`config.mk`:
```
export PLATFORM = sky130hd
export DESIGN_NAME = sprite_line_renderer
export DESIGN_NICKNAME = d
export VERILOG_FILES = /design/src/rtl/sprite_pkg.sv /design/src/rtl/sprite_pixel_unpack.sv /design/src/rtl/sprite_line_renderer.sv
export SDC_FILE = /design/constraint.sdc
export NUM_CORES = 1
export LEC_CHECK = 0
export ABC_CLOCK_PERIOD_IN_PS = 5300
export CORE_ASPECT_RATIO = 2
export CORE_MARGIN = 1.5
export CORE_UTILIZATION = 48
export DETAILED_ROUTE_END_ITERATION = 16
export PLACE_DENSITY = 0.85
export REMOVE_ABC_BUFFERS = 1
export SLEW_MARGIN = 15
export SYNTH_ARGS = -nofsm -noshare
export SYNTH_HDL_FRONTEND = slang
export SYNTH_SLANG_ARGS = --single-unit
```
`constraint.sdc`:
```
create_clock -name clk -period 5.3 [get_ports clk]
set_clock_uncertainty 0.05 [all_clocks]
set_input_delay 0.795 -clock clk [delete_from_list [all_inputs] [get_ports clk]]
set_output_delay 0.795 -clock clk [all_outputs]
set_load 0.01 [all_outputs]
```
`src/rtl/sprite_pkg.sv`:
```
// Shared types and helpers for the per-scanline sprite engine.
package sprite_pkg;

    // Attribute RAM word, MSB first.
    typedef struct packed {
        logic [1:0]  z;
        logic [13:0] addr;
        logic [2:0]  w;
        logic [2:0]  h;
        logic        mode;     // 1 = 8bpp
        logic [8:0]  y;
        logic [3:0]  pal_off;
        logic        hflip;
        logic        vflip;
        logic [9:0]  x;
    } sprite_attr_t;

    localparam int unsigned AttrW = 48;

    // Line buffer entry.
    typedef struct packed {
        logic [1:0] z;
        logic [7:0] colour;
    } lb_entry_t;

    typedef enum logic [2:0] {
        StIdle,
        StScan,
        StAttr,
        StFetch,
        StRender,
        StDrain,
        StDone
    } state_e;

    localparam int unsigned RowsPerUnit = 8;

    // Sprite height in rows: 8..64.
    function automatic logic [6:0] sprite_height(input logic [2:0] h);
        return (7'(h) + 7'd1) << 3;
    endfunction

    // 32-bit words per sprite row: 1..16.
    function automatic logic [4:0] words_per_row(input logic [2:0] w, input logic mode);
        return (5'(w) + 5'd1) << mode;
    endfunction

endpackage

```
`src/rtl/sprite_pixel_unpack.sv`:
```
// Extracts pixel n of a fetched VRAM word and maps it to a palette colour.
module sprite_pixel_unpack (
    input  logic [31:0] word,
    input  logic        mode,
    input  logic        hflip,
    input  logic [3:0]  pal_off,
    input  logic [2:0]  n,
    output logic [7:0]  colour,
    output logic        opaque
);

    logic [2:0] pos;
    logic [7:0] byte_v;
    logic [3:0] nib;

    // Select the byte/nibble for this pixel and apply the palette rule.
    always_comb begin
        pos    = 3'd0;
        byte_v = 8'd0;
        nib    = 4'd0;
        colour = 8'd0;
        opaque = 1'b0;
        if (mode) begin
            pos    = hflip ? (3'd3 - {1'b0, n[1:0]}) : {1'b0, n[1:0]};
            byte_v = word[{pos[1:0], 3'b000} +: 8];
            // Low byte values index into the sprite's palette bank.
            colour = (byte_v < 8'd16) ? (byte_v + {pal_off, 4'b0000}) : byte_v;
            opaque = (byte_v != 8'd0);
        end else begin
            pos    = hflip ? (3'd7 - n) : n;
            byte_v = word[{pos[2:1], 3'b000} +: 8];
            nib    = pos[0] ? byte_v[3:0] : byte_v[7:4];
            colour = {pal_off, nib};
            opaque = (nib != 4'd0);
        end
    end

endmodule

```
`src/rtl/sprite_line_renderer.sv`:
```
// Scanline sprite engine: scan attributes, fetch rows from VRAM, z-composite into the line buffer.
module sprite_line_renderer
    import sprite_pkg::*;
#(
    parameter int unsigned NUM_SPRITES  = 128,
    parameter int unsigned XW           = 10,
    parameter int unsigned LINE_WIDTH   = 640,
    parameter int unsigned MAX_PER_LINE = 64
) (
    input  logic          clk,
    input  logic          rst,
    input  logic          start_of_line,
    input  logic [8:0]    line_y,
    input  logic          enable,
    output logic [7:0]    sprite_idx,
    input  logic [47:0]   sprite_attr,
    output logic [15:0]   bus_addr,
    output logic          bus_strobe,
    input  logic [31:0]   bus_rddata,
    input  logic          bus_ack,
    output logic [XW-1:0] linebuf_rdidx,
    input  logic [9:0]    linebuf_rddata,
    output logic [XW-1:0] linebuf_wridx,
    output logic [9:0]    linebuf_wrdata,
    output logic          linebuf_wren,
    output logic          line_done,
    output logic          overflow
);

    localparam int unsigned CntW = $clog2(MAX_PER_LINE + 1);

    state_e          state_q, state_d;
    logic [8:0]      line_y_q;
    logic [7:0]      idx_q;
    logic [CntW-1:0] cnt_q;
    logic            overflow_q, ovf_clr_q, skip_done_q;
    logic            hflip_q, mode_q, drain_q;
    logic [3:0]      pal_q;
    logic [1:0]      z_q;
    logic [4:0]      wpr_q, k_q;
    logic [2:0]      p_q;
    logic [15:0]     base_q;
    logic [31:0]     word_q;
    logic [XW-1:0]   xpos_q;
    logic            s1_valid_q, s1_opaque_q;
    logic [XW-1:0]   s1_x_q;
    logic [7:0]      s1_colour_q;

    sprite_attr_t    attr;
    lb_entry_t       rd;
    logic [8:0]      ydiff;
    logic [6:0]      height;
    logic [5:0]      row;
    logic [4:0]      wpr, widx;
    logic [15:0]     base;
    logic            hit, last_idx, last_pix, last_word, busy;
    logic [CntW-1:0] cnt_inc;
    logic [7:0]      pix_colour;
    logic            pix_opaque;

    assign attr      = sprite_attr;
    assign rd        = linebuf_rddata;
    assign ydiff     = line_y_q - attr.y;
    assign height    = sprite_height(attr.h);
    assign hit       = (attr.z != 2'd0) && ({1'b0, ydiff} < {3'b000, height});
    assign row       = attr.vflip ? 6'(height - 7'd1 - ydiff[6:0]) : ydiff[5:0];
    assign wpr       = words_per_row(attr.w, attr.mode);
    assign base      = 16'({attr.addr, 3'b000}) + 16'(row) * 16'(wpr);
    assign last_idx  = (idx_q == 8'(NUM_SPRITES - 1));
    assign last_pix  = (p_q == (mode_q ? 3'd3 : 3'd7));
    assign last_word = (k_q == wpr_q - 5'd1);
    assign widx      = hflip_q ? (wpr_q - 5'd1 - k_q) : k_q;
    assign cnt_inc   = cnt_q + CntW'(1);
    assign busy      = (state_q != StIdle);

    sprite_pixel_unpack u_unpack (
        .word    (word_q),
        .mode    (mode_q),
        .hflip   (hflip_q),
        .pal_off (pal_q),
        .n       (p_q),
        .colour  (pix_colour),
        .opaque  (pix_opaque)
    );

    // State register.
    always_ff @(posedge clk or posedge rst) begin
        if (rst) state_q <= StIdle;
        else     state_q <= state_d;
    end

    // Next-state logic; start_of_line overrides everything, aborting any line in flight.
    always_comb begin
        state_d = state_q;
        if (start_of_line) begin
            state_d = enable ? StScan : StIdle;
        end else begin
            case (state_q)
                StScan:   state_d = StAttr;
                StAttr:   state_d = hit ? StFetch : (last_idx ? StDone : StScan);
                StFetch:  if (bus_ack) state_d = StRender;
                StRender: if (last_pix) state_d = last_word ? StDrain : StFetch;
                StDrain: begin
                    if (drain_q) begin
                        state_d = ((cnt_inc == CntW'(MAX_PER_LINE)) || last_idx) ? StDone : StScan;
                    end
                end
                StDone:   state_d = StIdle;
                default:  state_d = StIdle;
            endcase
        end
    end

    // FSM-decoded outputs.
    always_comb begin
        bus_strobe = 1'b0;
        line_done  = skip_done_q;
        case (state_q)
            StFetch: bus_strobe = 1'b1;
            StDone:  line_done  = 1'b1;
            default: ;
        endcase
    end

    // Scan, fetch and per-line bookkeeping registers.
    always_ff @(posedge clk or posedge rst) begin
        if (rst) begin
            line_y_q    <= '0;
            idx_q       <= '0;
            cnt_q       <= '0;
            overflow_q  <= 1'b0;
            ovf_clr_q   <= 1'b0;
            skip_done_q <= 1'b0;
            hflip_q     <= 1'b0;
            mode_q      <= 1'b0;
            drain_q     <= 1'b0;
            pal_q       <= '0;
            z_q         <= '0;
            wpr_q       <= '0;
            k_q         <= '0;
            p_q         <= '0;
            base_q      <= '0;
            word_q      <= '0;
            xpos_q      <= '0;
        end else begin
            skip_done_q <= 1'b0;
            // An abort's overflow pulse lasts exactly one cycle.
            if (ovf_clr_q) begin
                overflow_q <= 1'b0;
                ovf_clr_q  <= 1'b0;
            end
            if (start_of_line) begin
                line_y_q    <= line_y;
                idx_q       <= '0;
                cnt_q       <= '0;
                drain_q     <= 1'b0;
                overflow_q  <= busy;
                ovf_clr_q   <= busy;
                skip_done_q <= !enable;
            end else begin
                case (state_q)
                    StAttr: begin
                        if (hit) begin
                            hflip_q <= attr.hflip;
                            mode_q  <= attr.mode;
                            pal_q   <= attr.pal_off;
                            z_q     <= attr.z;
                            wpr_q   <= wpr;
                            base_q  <= base;
                            xpos_q  <= XW'(attr.x);
                            k_q     <= '0;
                            drain_q <= 1'b0;
                        end else begin
                            idx_q <= idx_q + 8'd1;
                        end
                    end
                    StFetch: begin
                        if (bus_ack) begin
                            word_q <= bus_rddata;
                            p_q    <= '0;
                        end
                    end
                    StRender: begin
                        xpos_q <= xpos_q + XW'(1);
                        p_q    <= p_q + 3'd1;
                        if (last_pix && !last_word) k_q <= k_q + 5'd1;
                    end
                    StDrain: begin
                        drain_q <= !drain_q;
                        if (drain_q) begin
                            cnt_q <= cnt_inc;
                            idx_q <= idx_q + 8'd1;
                            if (cnt_inc == CntW'(MAX_PER_LINE)) overflow_q <= 1'b1;
                        end
                    end
                    default: ;
                endcase
            end
        end
    end

    // Second RMW stage: holds the pixel whose line buffer entry is being read back.
    always_ff @(posedge clk or posedge rst) begin
        if (rst) begin
            s1_valid_q  <= 1'b0;
            s1_opaque_q <= 1'b0;
            s1_x_q      <= '0;
            s1_colour_q <= '0;
        end else begin
            s1_valid_q  <= (state_q == StRender) && !start_of_line;
            s1_opaque_q <= pix_opaque;
            s1_x_q      <= xpos_q;
            s1_colour_q <= pix_colour;
        end
    end

    assign sprite_idx     = idx_q;
    assign bus_addr       = base_q + {11'd0, widx};
    assign overflow       = overflow_q;
    assign linebuf_rdidx  = xpos_q;
    assign linebuf_wridx  = s1_x_q;
    assign linebuf_wrdata = {z_q, s1_colour_q};
    // Strict z compare keeps the earlier (lower-index) sprite on ties.
    assign linebuf_wren   = s1_valid_q && s1_opaque_q && (32'(s1_x_q) < LINE_WIDTH)
                            && (rd.z < z_q);

endmodule

```
==> impl_results.md <==
* R2R Path End: base_q[14]
* Slew Limit Fails at 0
* Starting Density at 0.487
* Initial antenna violation count at 0
* Critical Path Most Common Cell: fa_1
* Synthesized instance count at 852
* Hold Crit Endpoint: linebuf_wridx[9]
* Num rows at 69
* Final instance area at 12,000 sq um
* Crit path kind: input pin to flip-flop
* FF-to-FF path depth at 26
* Vias per std cell at 5.67
* Post-route ant nets at 0
* Post-synth EDFFs at 0
* Worst Path Required at about 5600 ps
* CTS tree: yes
* Worst-skew pair later-pin latency at 420 ps
* DRC errors left at 0
* MaxCap Viol Count at 0
* Synth top cells by count: 130 x dfrtp_1, 75 x inv_1, 72 x nor2_1
* # IOs at roughly 160
* Area of placed instances at about 11,000 sq um
* Final-stage net count at ~1,300
* Hold Path Cell Cnt at 0
* Placed Instances at 1,244
* Synth-to-Final Area Change at 38.6%
* CTS root buffer: clkbuf_16
* Final Wtd Congestion at 0.889
* Hold Vio Cnt, Final at 0
* Mapped Area at 8630 sq um
* Achievable frequency at 182 MHz
* Final wirelength at 23,300 um
* Setup WS post-layout at -209 ps
* Register bit total from synthesis at 130
* Die X at 97.8 um
* Worst path slowest cell: fa_1
* Max clock buf depth at 2
* Average wire per standard cell at 17.7 um
* Startpoint types: input pin
* Clock Sinks at 130
* Vias at 7,479
* Post-synth top area share at 0.377
* Hold slack at 408 ps
* ANT cells at 0
* Tmin final at 5510 ps
* Synth Flop Type: dfrtp_1
* # hold bufs at CTS at 0
* Critical path fanouts, max at 2
* H-tree depth at 4
* Worst path max stage delay at 500 ps
* Core area at approximately 18,000 sq um
* Count leader, synth: dfrtp_1
* Max transition margin at 0.373
* Fin cells at 1,320
* DR iter-0 viols at 494
* Area leader, netlist: dfrtp_1
* Die Y at 193 um
* Yosys synthesis warning count at 0
* Buf/Inv on CP at 5
* Vias in the first global route at 7,714
* Clock slew at reported path FFs at ~60 ps
* Final setup viols at 10
* Power density over the cells at 349 nW/um^2
* Status: finished, violations left
* Hold Path Origin: linebuf_rdidx[9]
* Tcrit/Tclk final at 1.04
* R2R setup slack at -150 ps
* RSZ-0062 raised after global routing: true
* FFs w/ async S/R, synth at 1.00
* Arr. time, crit path at 5760 ps
* Peak VDD IR at 0.000355 V
* CTS Buf Count at 17
* Failing checks: negative setup slack
* Avg Cell Area, Syn at 10.1 sq um
* Dominant cells by area after synthesis: dfrtp_1 38%, ha_1 7.8%, mux2_2 7.3%, fa_1 5.3%, inv_1 3.3%
* First-pass GRT wire length at roughly 36,000 um
* P_leak at 0.00549 uW
* DIE AREA at 18,800 sq um
* Reg2Reg Launch Point: line_y_q[0]
* Crit end category: flip-flop
* Largest net degree at the start of global routing at 60
* Overall routing resource usage at 0.245
* Worst Hold Class: flip-flop to flip-flop
* GR Overflow Total at 0
* Sequential area share after synthesis at 0.377
* Pre-antenna DRT Iters at 5
* Layout cells sized above 1 at 0.245
* Measured slew at the worst slew-check pin at 933 ps
* Final HPWL DP at 16,100 um
* Cell family with most CP delay: adder cells
* Yosys cell types at 60
* I/O Buffers at 152
[how the worst max path moves through the flow]
stage            endpoint       startpoint  cells after the start
6_report       base_q[14]  sprite_attr[16]                     26
5_1_grt        base_q[14]  sprite_attr[19]                     26
4_1_cts        base_q[14]  sprite_attr[16]                     25
3_5_place_dp   base_q[13]  sprite_attr[16]                     25
3_3_place_gp   base_q[13]  sprite_attr[16]                     25
2_1_floorplan  base_q[13]  sprite_attr[16]                     24
[kinds of logic (layout without fill, tap and decap cells)]
kind of cell             count (synthesis)  in the layout  share of synthesized area
AND/OR/NAND/NOR                        246            247                      0.140
buffers and inverters                  105            359                     0.0498
adder cells (fa/ha/maj)                 77             77                      0.132
XOR/XNOR                                60             60                     0.0609
flip-flops                             130            130                      0.377
AO/OA/AOI/OAI                          153            153                      0.112
multiplexers                            81             81                      0.128
[per-layer routing]
layer | part of all wire | track usage | vias up
met3 | 0.035 | 0.0359 | 81
met1 | 0.34 | 0.241 | 3682
li1 | - | - | 3464
met2 | 0.58 | 0.481 | 252
met5 | 0 | 0 | -
met4 | 0.048 | 0.138 | 0
[what timing repair did]
item | CTS | global route
resized for setup | 48 | 36
pin swaps | 38 | 40
endpoints found under the setup margin | 11 | 55
setup buffers | 32 | 13
gates cloned | 0 | 2
[power breakdown]
group	leakage [uW]	switching, uW	total (uW)	internal [uW]
combinational	0.00348	850	1820	968
sequential	0.00172	81.8	1160	1080
clock	0.000287	440	1190	751
[layout make-up]
cell class                 count  area (sq um)
sequential                   130          3250
multi-input combinational    618          5260
tap                          213           267
fill                        1291          5740
inverter                      75           284
clock inverter                 8           101
timing repair buffer         253          2300
clock buffer                  23           498
[cells in the final DEF, fill, tap and decap left out, types with 7 or more instances in the layout]
master           instances
clkdlybuf4s50_1        146
dfrtp_1                130
buf_4                   99
inv_1                   67
nor2_1                  66
nand2_1                 62
mux2_2                  55
ha_1                    43
a21oi_1                 41
o21ai_0                 32
xnor2_1                 29
xor2_1                  27
fa_1                    21
nand3_1                 18
clkbuf_16               18
nor2b_1                 16
nor3_1                  12
nand2b_1                11
a21o_1                  10
mux4_2                  10
mux2i_1                  8
ha_4                     8
nand4_1                  7
inv_2                    7
[sequential cells by signal, summed over array words and instances (netlist names), 4 cells and up]
signal / flops
linebuf_rdidx: 10
linebuf_wridx: 10
line_y_q: 9
sprite_idx: 8
k_q: 5
pal_q: 4
cnt_q: 7
base_q: 16
word_q: 32
wpr_q: 5
s1_colour_q: 8
[stage by stage]
stage	TNS [ps]	power [uW]	worst slack (ps)	util
floorplan	-4230	2000	-599	-
global placement	-9540	2550	-1070	0.605
detailed placement	-11200	2620	-1240	0.605
CTS	-224	4030	-102	0.662
global route	-3230	4410	-429	0.676
finish	-974	4170	-209	0.676
(Power assumes the default switching activity.)
